<file path="src/rtl/tt_um_csa_stream_adder.sv">
// tt_um_csa_stream_adder: Tiny Tapeout top that accepts NIBBLES operand nibble
// pairs LSB-first, adds them with one 4-bit carry-select slice per cycle (carry
// chained across nibbles) and streams the sum nibbles back out LSB-first.
// Optional feature macro: CSA_OVF_FLAG_EN drives the two's-complement overflow
// flag on uio_out[7] during the out_last beat; without it that pin is tied 0.
module tt_um_csa_stream_adder #(
    parameter int NIBBLES = 4
) (
    input  logic [7:0] ui_in,
    output logic [7:0] uo_out,
    input  logic [7:0] uio_in,
    output logic [7:0] uio_out,
    output logic [7:0] uio_oe,
    input  logic       ena,
    input  logic       clk,
    input  logic       rst_n
);
    localparam int IW    = (NIBBLES > 1) ? $clog2(NIBBLES) : 1;
    localparam int DEPTH = 1 << IW;
    localparam logic [IW-1:0] CNT_ZERO = IW'(1'b0);
    localparam logic [IW-1:0] CNT_ONE  = IW'(1'b1);
    localparam logic [IW-1:0] CNT_LAST = IW'(NIBBLES - 1);

    typedef enum logic [1:0] {
        ST_LOAD = 2'd0,
        ST_CALC = 2'd1,
        ST_SEND = 2'd2
    } state_t;

    state_t          r_state;
    state_t          w_state_nxt;
    logic [IW-1:0]   r_ld_cnt;
    logic [IW-1:0]   w_ld_cnt_nxt;
    logic [IW-1:0]   r_k;
    logic [IW-1:0]   w_k_nxt;
    logic [3:0]      r_a   [DEPTH];
    logic [3:0]      r_b   [DEPTH];
    logic [3:0]      r_sum [DEPTH];
    logic [DEPTH-1:0] r_cout;
    logic            r_carry;
    logic [7:0]      r_uo_out;
    logic [7:0]      r_uio_out;
    logic [7:0]      w_uo_nxt;
    logic [7:0]      w_uio_nxt;
    logic            w_last_nxt;

    logic w_in_valid;
    logic w_cin;
    logic w_out_ready;
    logic w_abort;
    logic w_unused_uio;
    logic w_accept;
    logic w_calc;
    logic w_xfer;
    logic [3:0] w_a_k;
    logic [3:0] w_b_k;
    logic [4:0] w_s0;
    logic [4:0] w_s1;
    logic [4:0] w_sel;

    assign w_in_valid   = uio_in[0];
    assign w_cin        = uio_in[1];
    assign w_out_ready  = uio_in[2];
    assign w_abort      = uio_in[3];
    assign w_unused_uio = &{1'b0, uio_in[7:4]};

    // Handshakes: abort wins over any accept/transfer in the same cycle.
    // A send beat only transfers once it is actually visible on the pins.
    assign w_accept = ena & ~w_abort & (r_state == ST_LOAD) & w_in_valid;
    assign w_calc   = ena & ~w_abort & (r_state == ST_CALC);
    assign w_xfer   = ena & ~w_abort & (r_state == ST_SEND) & r_uio_out[5] & w_out_ready;

    // Carry-select slice: both candidate sums precomputed, carry register picks.
    assign w_a_k = r_a[r_k];
    assign w_b_k = r_b[r_k];
    assign w_s0  = {1'b0, w_a_k} + {1'b0, w_b_k};
    assign w_s1  = w_s0 + 5'd1;
    assign w_sel = r_carry ? w_s1 : w_s0;

`ifdef CSA_OVF_FLAG_EN
    logic       r_ovf;
    logic [3:0] w_lo0;
    logic [3:0] w_lo1;
    logic       w_c3;

    // Carry into the MSB of the top nibble, selected the same way as the sum.
    assign w_lo0 = {1'b0, w_a_k[2:0]} + {1'b0, w_b_k[2:0]};
    assign w_lo1 = w_lo0 + 4'd1;
    assign w_c3  = r_carry ? w_lo1[3] : w_lo0[3];

    // Capture overflow (carry into MSB xor carry out of MSB) on the top nibble.
    always_ff @(posedge clk or negedge rst_n) begin
        if (!rst_n) begin
            r_ovf <= 1'b0;
        end else if (w_calc && (r_k == CNT_LAST)) begin
            r_ovf <= w_c3 ^ w_sel[4];
        end
    end
`endif

    // State register.
    always_ff @(posedge clk or negedge rst_n) begin
        if (!rst_n) begin
            r_state <= ST_LOAD;
        end else begin
            r_state <= w_state_nxt;
        end
    end

    // Next-state logic: LOAD -> CALC -> SEND -> LOAD, abort forces LOAD.
    always_comb begin
        w_state_nxt = r_state;
        if (!ena) begin
            w_state_nxt = r_state;
        end else if (w_abort) begin
            w_state_nxt = ST_LOAD;
        end else begin
            case (r_state)
                ST_LOAD: begin
                    if (w_accept && (r_ld_cnt == CNT_LAST)) w_state_nxt = ST_CALC;
                    else                                    w_state_nxt = r_state;
                end
                ST_CALC: begin
                    if (r_k == CNT_LAST) w_state_nxt = ST_SEND;
                    else                 w_state_nxt = r_state;
                end
                ST_SEND: begin
                    if (w_xfer && (r_k == CNT_LAST)) w_state_nxt = ST_LOAD;
                    else                             w_state_nxt = r_state;
                end
                default: w_state_nxt = ST_LOAD;
            endcase
        end
    end

    // Next values of the load and nibble counters; both wrap to 0 on phase end.
    always_comb begin
        w_ld_cnt_nxt = r_ld_cnt;
        w_k_nxt      = r_k;
        if (!ena) begin
            w_ld_cnt_nxt = r_ld_cnt;
        end else if (w_abort) begin
            w_ld_cnt_nxt = CNT_ZERO;
            w_k_nxt      = CNT_ZERO;
        end else begin
            case (r_state)
                ST_LOAD: begin
                    if (w_accept) w_ld_cnt_nxt = (r_ld_cnt == CNT_LAST) ? CNT_ZERO : r_ld_cnt + CNT_ONE;
                    else          w_ld_cnt_nxt = r_ld_cnt;
                end
                ST_CALC: w_k_nxt = (r_k == CNT_LAST) ? CNT_ZERO : r_k + CNT_ONE;
                ST_SEND: begin
                    if (w_xfer) w_k_nxt = (r_k == CNT_LAST) ? CNT_ZERO : r_k + CNT_ONE;
                    else        w_k_nxt = r_k;
                end
                default: begin
                    w_ld_cnt_nxt = CNT_ZERO;
                    w_k_nxt      = CNT_ZERO;
                end
            endcase
        end
    end

    // Output decode from the next state; a SEND beat is shown one cycle after entry.
    always_comb begin
        w_uo_nxt   = 8'h00;
        w_uio_nxt  = 8'h00;
        w_last_nxt = 1'b0;
        case (w_state_nxt)
            ST_LOAD: w_uio_nxt[4] = 1'b1;
            ST_CALC: w_uio_nxt    = 8'h00;
            ST_SEND: begin
                if (r_state == ST_SEND) begin
                    w_last_nxt   = (w_k_nxt == CNT_LAST);
                    w_uo_nxt     = {3'(w_k_nxt), r_cout[w_k_nxt], r_sum[w_k_nxt]};
                    w_uio_nxt[5] = 1'b1;
                    w_uio_nxt[6] = w_last_nxt;
`ifdef CSA_OVF_FLAG_EN
                    w_uio_nxt[7] = w_last_nxt & r_ovf;
`endif
                end else begin
                    w_uo_nxt = 8'h00;
                end
            end
            default: w_uio_nxt = 8'h00;
        endcase
    end

    // Counter and output registers; everything holds while ena is low.
    always_ff @(posedge clk or negedge rst_n) begin
        if (!rst_n) begin
            r_ld_cnt  <= CNT_ZERO;
            r_k       <= CNT_ZERO;
            r_uo_out  <= 8'h00;
            r_uio_out <= 8'h00;
        end else if (ena) begin
            r_ld_cnt  <= w_ld_cnt_nxt;
            r_k       <= w_k_nxt;
            r_uo_out  <= w_uo_nxt;
            r_uio_out <= w_uio_nxt;
        end
    end

    // Operand and result buffers plus the chained carry register.
    always_ff @(posedge clk or negedge rst_n) begin
        if (!rst_n) begin
            for (int i = 0; i < DEPTH; i++) begin
                r_a[i]   <= 4'h0;
                r_b[i]   <= 4'h0;
                r_sum[i] <= 4'h0;
            end
            r_cout  <= '0;
            r_carry <= 1'b0;
        end else begin
            if (w_accept) begin
                r_a[r_ld_cnt] <= ui_in[3:0];
                r_b[r_ld_cnt] <= ui_in[7:4];
                if (r_ld_cnt == CNT_ZERO) r_carry <= w_cin;
            end
            if (w_calc) begin
                r_sum[r_k]  <= w_sel[3:0];
                r_cout[r_k] <= w_sel[4];
                r_carry     <= w_sel[4];
            end
        end
    end

    assign uo_out  = r_uo_out;
    assign uio_out = r_uio_out;
    assign uio_oe  = 8'hF0;

endmodule

</file>
<file path="config.mk">
export PLATFORM = sky130hd
export DESIGN_NAME = tt_um_csa_stream_adder
export DESIGN_NICKNAME = d
export VERILOG_FILES = /design/src/rtl/tt_um_csa_stream_adder.sv
export SDC_FILE = /design/constraint.sdc
export NUM_CORES = 1
export LEC_CHECK = 0
export CORE_MARGIN = 2
export CORE_UTILIZATION = 57
export DETAILED_ROUTE_END_ITERATION = 6
export PLACE_DENSITY = 0.87
export RECOVER_POWER = 100
export SETUP_SLACK_MARGIN = 0.2
export SKIP_LAST_GASP = 1
export SLEW_MARGIN = 0
export SYNTH_ARGS = -nofsm -noshare
export SYNTH_HDL_FRONTEND = slang
export SYNTH_SLANG_ARGS = --single-unit
</file>
<file path="constraint.sdc">
create_clock -name clk -period 4.05 [get_ports clk]
set_input_delay 0.6075 -clock clk [delete_from_list [all_inputs] [get_ports clk]]
set_output_delay 0.6075 -clock clk [all_outputs]
set_load 0.005 [all_outputs]
</file>
; Word-level counts from Yosys, hierarchy flattened
; Index checks and enable logic that the tools add are counted.
[classes]
shifts = 0
mux = 45
n_bitwise = 11
mul = 0
magnitude_cmp = 8
div = 0
eq_ne = 8
n_addsub = 4
reduce_logical = 13
[op_table]
columns = cell, count
row1 = 16-bit bitwise mux, 3
row2 = 4-bit 2-to-1 mux, 8
row3 = 2-bit 2-to-1 mux, 14
row4 = 4-bit binary-select mux with 2-bit select, 3
row5 = 4-bit demux with 2-bit select, 2
row6 = 7-bit 2-to-1 mux, 2
row7 = 2-bit one-hot mux with 3 select lines, 2
row8 = 2-bit equality test (second input constant), 5
row9 = 3-bit greater-or-equal comparator (second input constant), 3
row10 = 2-bit NOT with 3-bit output, 3
row11 = 1-bit bitwise AND, 7
row12 = 2-bit logical NOT, 3
row13 = 2-bit by 3-bit less-than comparator with 1-bit output (second input constant), 2
row14 = 3-bit by 1-bit less-than comparator with 1-bit output (second input constant), 2
row15 = 1-bit 2-to-1 mux, 6
row16 = 4-bit by 4-bit adder with 5-bit output, 1
row17 = 5-bit by 1-bit adder with 5-bit output (second input constant), 1
row18 = 1-bit logical AND, 5
row19 = 5-bit 2-to-1 mux, 1
row20 = 2-bit by 1-bit adder with 2-bit output (second input constant), 2
row21 = 4-bit bitwise mux, 1
row22 = 2-bit one-hot mux with 2 select lines, 1
row23 = 2-bit nonzero test, 2
row24 = 3-bit != test (second input constant), 1
row25 = 9 further kinds, 9
[word_totals]
latchBits = 0
rom_bits = 0
inputBits = 19
regBits = 70
elab_cells = 108
ramBits = 0
out_inout_bits = 24
memories = 0

; Logic depth before layout (Yosys ltp)
[logic_depth]
word_depth = 15
ltp_mapped = 14
ltp_nobuf = 11

; Worst setup path before layout
; No wires, ideal clock.
[synth_timing]
kind = reg2reg
startpoint = register r_k[0]
endpoint = register r_cout[0]
period_less_slack_ps = 3172
setup_time_ps = 132
path_slack_ps = 878
arrival_ps = 3040
path_buffers = 3
path_stages_with_launch = 15
required_ps = 3918
path_cell_list = dfrtp_1 -> buf_6 -> buf_2 -> buf_2 -> mux4_2 -> ha_1 -> inv_1 -> fa_1 -> inv_1 -> ha_1 -> nand2_1 -> nor3_1 -> mux2i_1 -> xnor2_1 -> o21ai_0
[synth_between]
elab_chain_len = 8
elab_cells_between_ends = 16
classes_between = 2 x add/sub / 2 x order compare / 10 x mux / 1 x bitwise / 1 x reduce/logical
[synth_rtl]
columns = item, line_no
row1 = "start, declared", 34  ; logic [IW-1:0] r_k;
row2 = "start signal, assigned", 198  ; r_k <= w_k_nxt;
row3 = 2-bit NOT with 3-bit output (not written as such), "74, 75"
row4 = "4-bit binary-select mux with 2-bit select, on equally long branches", "74, 75"
row5 = "4-bit 2-to-1 mux, on equally long branches (2 in series)", "74, 75"
row6 = 4-bit by 4-bit adder with 5-bit output, 76  ; assign w_s0 = {1'b0, w_a_k} + {1'b0, w_b_k};
row7 = 5-bit by 1-bit adder with 5-bit output, 77  ; assign w_s1 = w_s0 + 5'd1;
row8 = 5-bit 2-to-1 mux, 78  ; assign w_sel = r_carry ? w_s1 : w_s0;
row9 = 4-bit bitwise mux *, 222  ; r_cout[r_k] <= w_sel[4];
row10 = "end signal, assigned by index", 222
row11 = "end, declared", 39  ; logic [DEPTH-1:0] r_cout;
; Every way passes the cells marked *; elsewhere a longest branch is shown, timed or not. The select of a mux whose other input is x is not followed.
; A chain may end at the register's enable or synchronous reset.

; Final worst setup path
[layout_timing]
startpoint = input port ena
endpoint = register r_uo_out[1], in the netlist uo_out[1]
[layout_between]
elab_chain_len = 14
elab_cells_between_ends = 24
classes_between = 1 x eq/ne / 14 x mux / 7 x bitwise / 2 x reduce/logical
[layout_rtl]
columns = item, line_no
row1 = "start, declared", 14  ; input logic ena,
row2 = 1-bit bitwise AND, "69, 71"
row3 = 1-bit bitwise AND (3 in series), 71  ; assign w_xfer = ena & ~w_abort & (r_state == ST_SEND) & r_uio_out[5] & w_out_ready;
row4 = 2-bit 2-to-1 mux, 153  ; if (w_xfer) w_k_nxt = (r_k == CNT_LAST) ? CNT_ZERO : r_k + CNT_ONE;
row5 = 2-bit one-hot mux with 3 select lines, 146  ; case (r_state)
row6 = 2-bit 2-to-1 mux, 142  ; end else if (w_abort) begin
row7 = 2-bit 2-to-1 mux, 140  ; if (!ena) begin
row8 = 2-bit NOT with 3-bit output (not written as such), 175  ; w_uo_nxt = {3'(w_k_nxt), r_cout[w_k_nxt], r_sum[w_k_nxt]};
row9 = 4-bit binary-select mux with 2-bit select, 175
row10 = 4-bit 2-to-1 mux (not written as such) (2 in series), 175
row11 = 7-bit 2-to-1 mux, 173  ; if (r_state == ST_SEND) begin
row12 = 7-bit 2-to-1 mux, 169  ; case (w_state_nxt)
row13 = "end signal, assigned", 199  ; r_uo_out <= w_uo_nxt;
row14 = "end, declared", 41  ; logic [7:0] r_uo_out;
; Several ways; a longest one is shown, not always the timed one. The select of a mux whose other input is x is not followed.

==> results.sh <==
export IMPL_drive_gt1_frac=0.147
export IMPL_n_antenna_cell=0
export IMPL_required_ns=4.31
export IMPL_max_clock_freq_mhz=307
export IMPL_critPathLaunchType="input port"
export IMPL_start_util=0.585
export IMPL_vdd_drop_max_uv=357
export IMPL_core_um2=6720
export IMPL_synth_area_leaders="dfrtp_1, mux2_2, ha_1, mux4_2, nand2_1"
export IMPL_yosys_warnings=0
export IMPL_grt_pass1_wl_mm=13.8
export IMPL_post_route_period_util=0.804
export IMPL_synth_area_um2=3930
export IMPL_drtIter0Drc=193
export IMPL_tns_ns=0
export IMPL_synthCells=375
export IMPL_cts_buffers_inserted=9
export IMPL_syn2layout_area_growth_pct=12.1
export IMPL_drv_cap=1
export IMPL_grt_setup_unrepaired="no"
export IMPL_antenna_found_initial=0
export IMPL_ys_flop_type="dfrtp_1"
export IMPL_period_needed_ns=3.25
export IMPL_wl_per_cell_um=17.2
export IMPL_cpPeakStageDelay_ns=0.85
export IMPL_cts_clk_slew_worst_paths_ns=0.08
export IMPL_io_pins=43
export IMPL_dp_slack_ns=0.860
export IMPL_drv_slew=47
export IMPL_grt_overflow=0
export IMPL_clk_insertion_delay_late_ns=0.35
export IMPL_synth_area_leader_cell="dfrtp_1"
export IMPL_leakage_nw=2.01
export IMPL_cts_sinks=69
export IMPL_synth_edf_count=0
export IMPL_hold_buffers=0
export IMPL_yosysMostFrequentCell="dfrtp_1"
export IMPL_fin_worst_skew_ns=0.00961
export IMPL_grt_max_degree=47
export IMPL_vias=2878
export IMPL_finalSetupViolations=0
export IMPL_synthArstFlopShare=1.00
export IMPL_power_density_nw_per_um2=596
export IMPL_dp_hpwl_mm=5.72
export IMPL_relSlewSlack=-0.611
export IMPL_grt_pass1_vias=2830
export IMPL_finalHoldViolations=0
export IMPL_crit_slowest_cell="clkbuf_1"
export IMPL_status="finished with violations"
export IMPL_die_area_um2=7580
export IMPL_avgSynthCellArea_um2=10.5
export IMPL_cp_max_fo=27
export IMPL_gp_congestion=0.819
export IMPL_ys_ff_latch=69
export IMPL_crit_chain="dlygate4sd3_1 -> clkbuf_1 -> nor3b_1 -> buf_4 -> nand2_1 -> nor2_1 -> a21oi_1 -> a211oi_1"
export IMPL_synthTopCellsByCount="dfrtp_1, nand2_1, mux2_2, o21ai_0"
export IMPL_fp_row_count=30
export IMPL_ys_seq_area_frac=0.439
export IMPL_wl_mm=8.29
export IMPL_vias_per_cell=5.98
export IMPL_die_height_um=87.1
export IMPL_cts_buffer_depth=2
export IMPL_hold_path_class="reg -> reg"
export IMPL_fin_ws_ns=0.795
export IMPL_cts_resized=0
export IMPL_htreeDepth=3
export IMPL_critPathCaptureType="flop"
export IMPL_fillCellCount=496
export IMPL_dr_pass1_iters=4
export IMPL_fp_dieW_um=87.1
export IMPL_arrival_ns=3.52
export IMPL_ctsRootBufferMaster="clkbuf_8"
export IMPL_crit_type="in -> reg"
export IMPL_port_buffers=24
export IMPL_drc_errors=0
export IMPL_worst_slew_pin_slew_ns=2.42
export IMPL_yosysUniqueCellTypes=51
export IMPL_layout_nets=434
export IMPL_ant_nets=0
export IMPL_cts_tree="done"
export IMPL_track_usage=0.237
export IMPL_synth_top_area_share=0.439
export IMPL_cts_setup_buffers=0
export IMPL_violations="capacitance limit, slew limit"
## power breakdown
group,switching (mW),internal (mW)
clock network,0.257,0.485
registers,0.111,0.860
logic,0.488,0.425
total,0.856,1.77
## worst max-delay path: cells and delay by family
family,cells,cell delay [ns]
buffers and inverters,3,1.61
AO/OA/AOI/OAI,2,0.36
AND/OR/NAND/NOR,3,0.93
## stage by stage
stage                util  instance area [um^2]  instances  hold WS [ns]  total power, mW
global placement    0.619                  4160        466         0.461             1.83
floorplan               -                  3980        387         0.312             1.65
global route        0.656                  4410        481         0.496             2.78
finish              0.656                  4410        481         0.476             2.63
CTS                 0.658                  4420        481         0.475             2.64
detailed placement  0.619                  4160        466         0.469             1.89
## cell type report
class	count	area (um^2)	share of cell area
sequential	69	1730	0.392
clock buffer	11	141	0.0321
inverter	18	67.6	0.0153
tap	80	100	0.0227
multi-input combinational	271	2000	0.453
timing repair buffer	28	256	0.0582
clock inverter	4	120	0.0272
## cell families (layout without fill, tap and decap cells)
kind of cell | Yosys count | in the layout | synth area share
adders and majority gates | 18 | 18 | 0.0592
DFF | 69 | 69 | 0.439
and+or+nand+nor | 101 | 101 | 0.130
AOI/OAI and AO/OA | 84 | 84 | 0.133
xor gates and xnor gates | 6 | 6 | 0.0134
other | 2 | 14 | 0.00191
buffers and inverters | 47 | 61 | 0.0649
muxes | 48 | 48 | 0.159
## cells in the final DEF (no fill, tap or decap), types with 3 or more instances in the layout
cell and count:
bufinv_16 4, nor3_1 3, ha_1 17, nor2b_1 11
nor2_1 12, dfrtp_1 69, clkdlybuf4s50_1 12, inv_1 18
nor4_1 6, and3_1 6, o21ai_0 30, xnor2_1 5
conb_1 14, a22o_1 3, a211oi_1 10, a21oi_1 18
mux2i_1 6, clkbuf_8 10, o22ai_1 5, nand2_1 47
clkbuf_1 4, dlygate4sd3_1 11, mux4_2 8, mux2_2 33
a21o_1 5
## state kept, by name, summed over array words and instances, names as in the netlist
register,flops
r_a,16
r_carry,1
uio_out,3
r_ld_cnt,2
uo_out,7
r_state,2
r_cout,4
r_sum,16
r_k,2
r_b,16
## final timing paths
kind                                        from                      to  slack [ns]  depth (start not counted)
hold reg to reg            uo_out[5]$_DFFE_PN0P_   uo_out[5]$_DFFE_PN0P_        0.48                          1
setup / recovery                             ena   uo_out[1]$_DFFE_PN0P_        0.80                          8
setup reg to reg              r_k[0]$_DFFE_PN0P_   r_cout[3]$_DFFE_PN0P_        0.84                         11
max in group asynchronous                  rst_n   r_sum[14]$_DFFE_PN0P_        0.94                          2
min in group asynchronous                  rst_n  uio_out[6]$_DFFE_PN0P_        0.99                          1
hold / removal             uo_out[5]$_DFFE_PN0P_   uo_out[5]$_DFFE_PN0P_        0.48                          1
## layer usage
layer	wire, um	up-vias	part of all wire	GRT usage
li1	-	1354	-	-
met1	3460	1410	0.42	0.300
met2	4140	95	0.50	0.391
met3	498	19	0.060	0.0559
met4	188	0	0.023	0.101
met5	0	-	0	0
(Power assumes the default switching activity.)
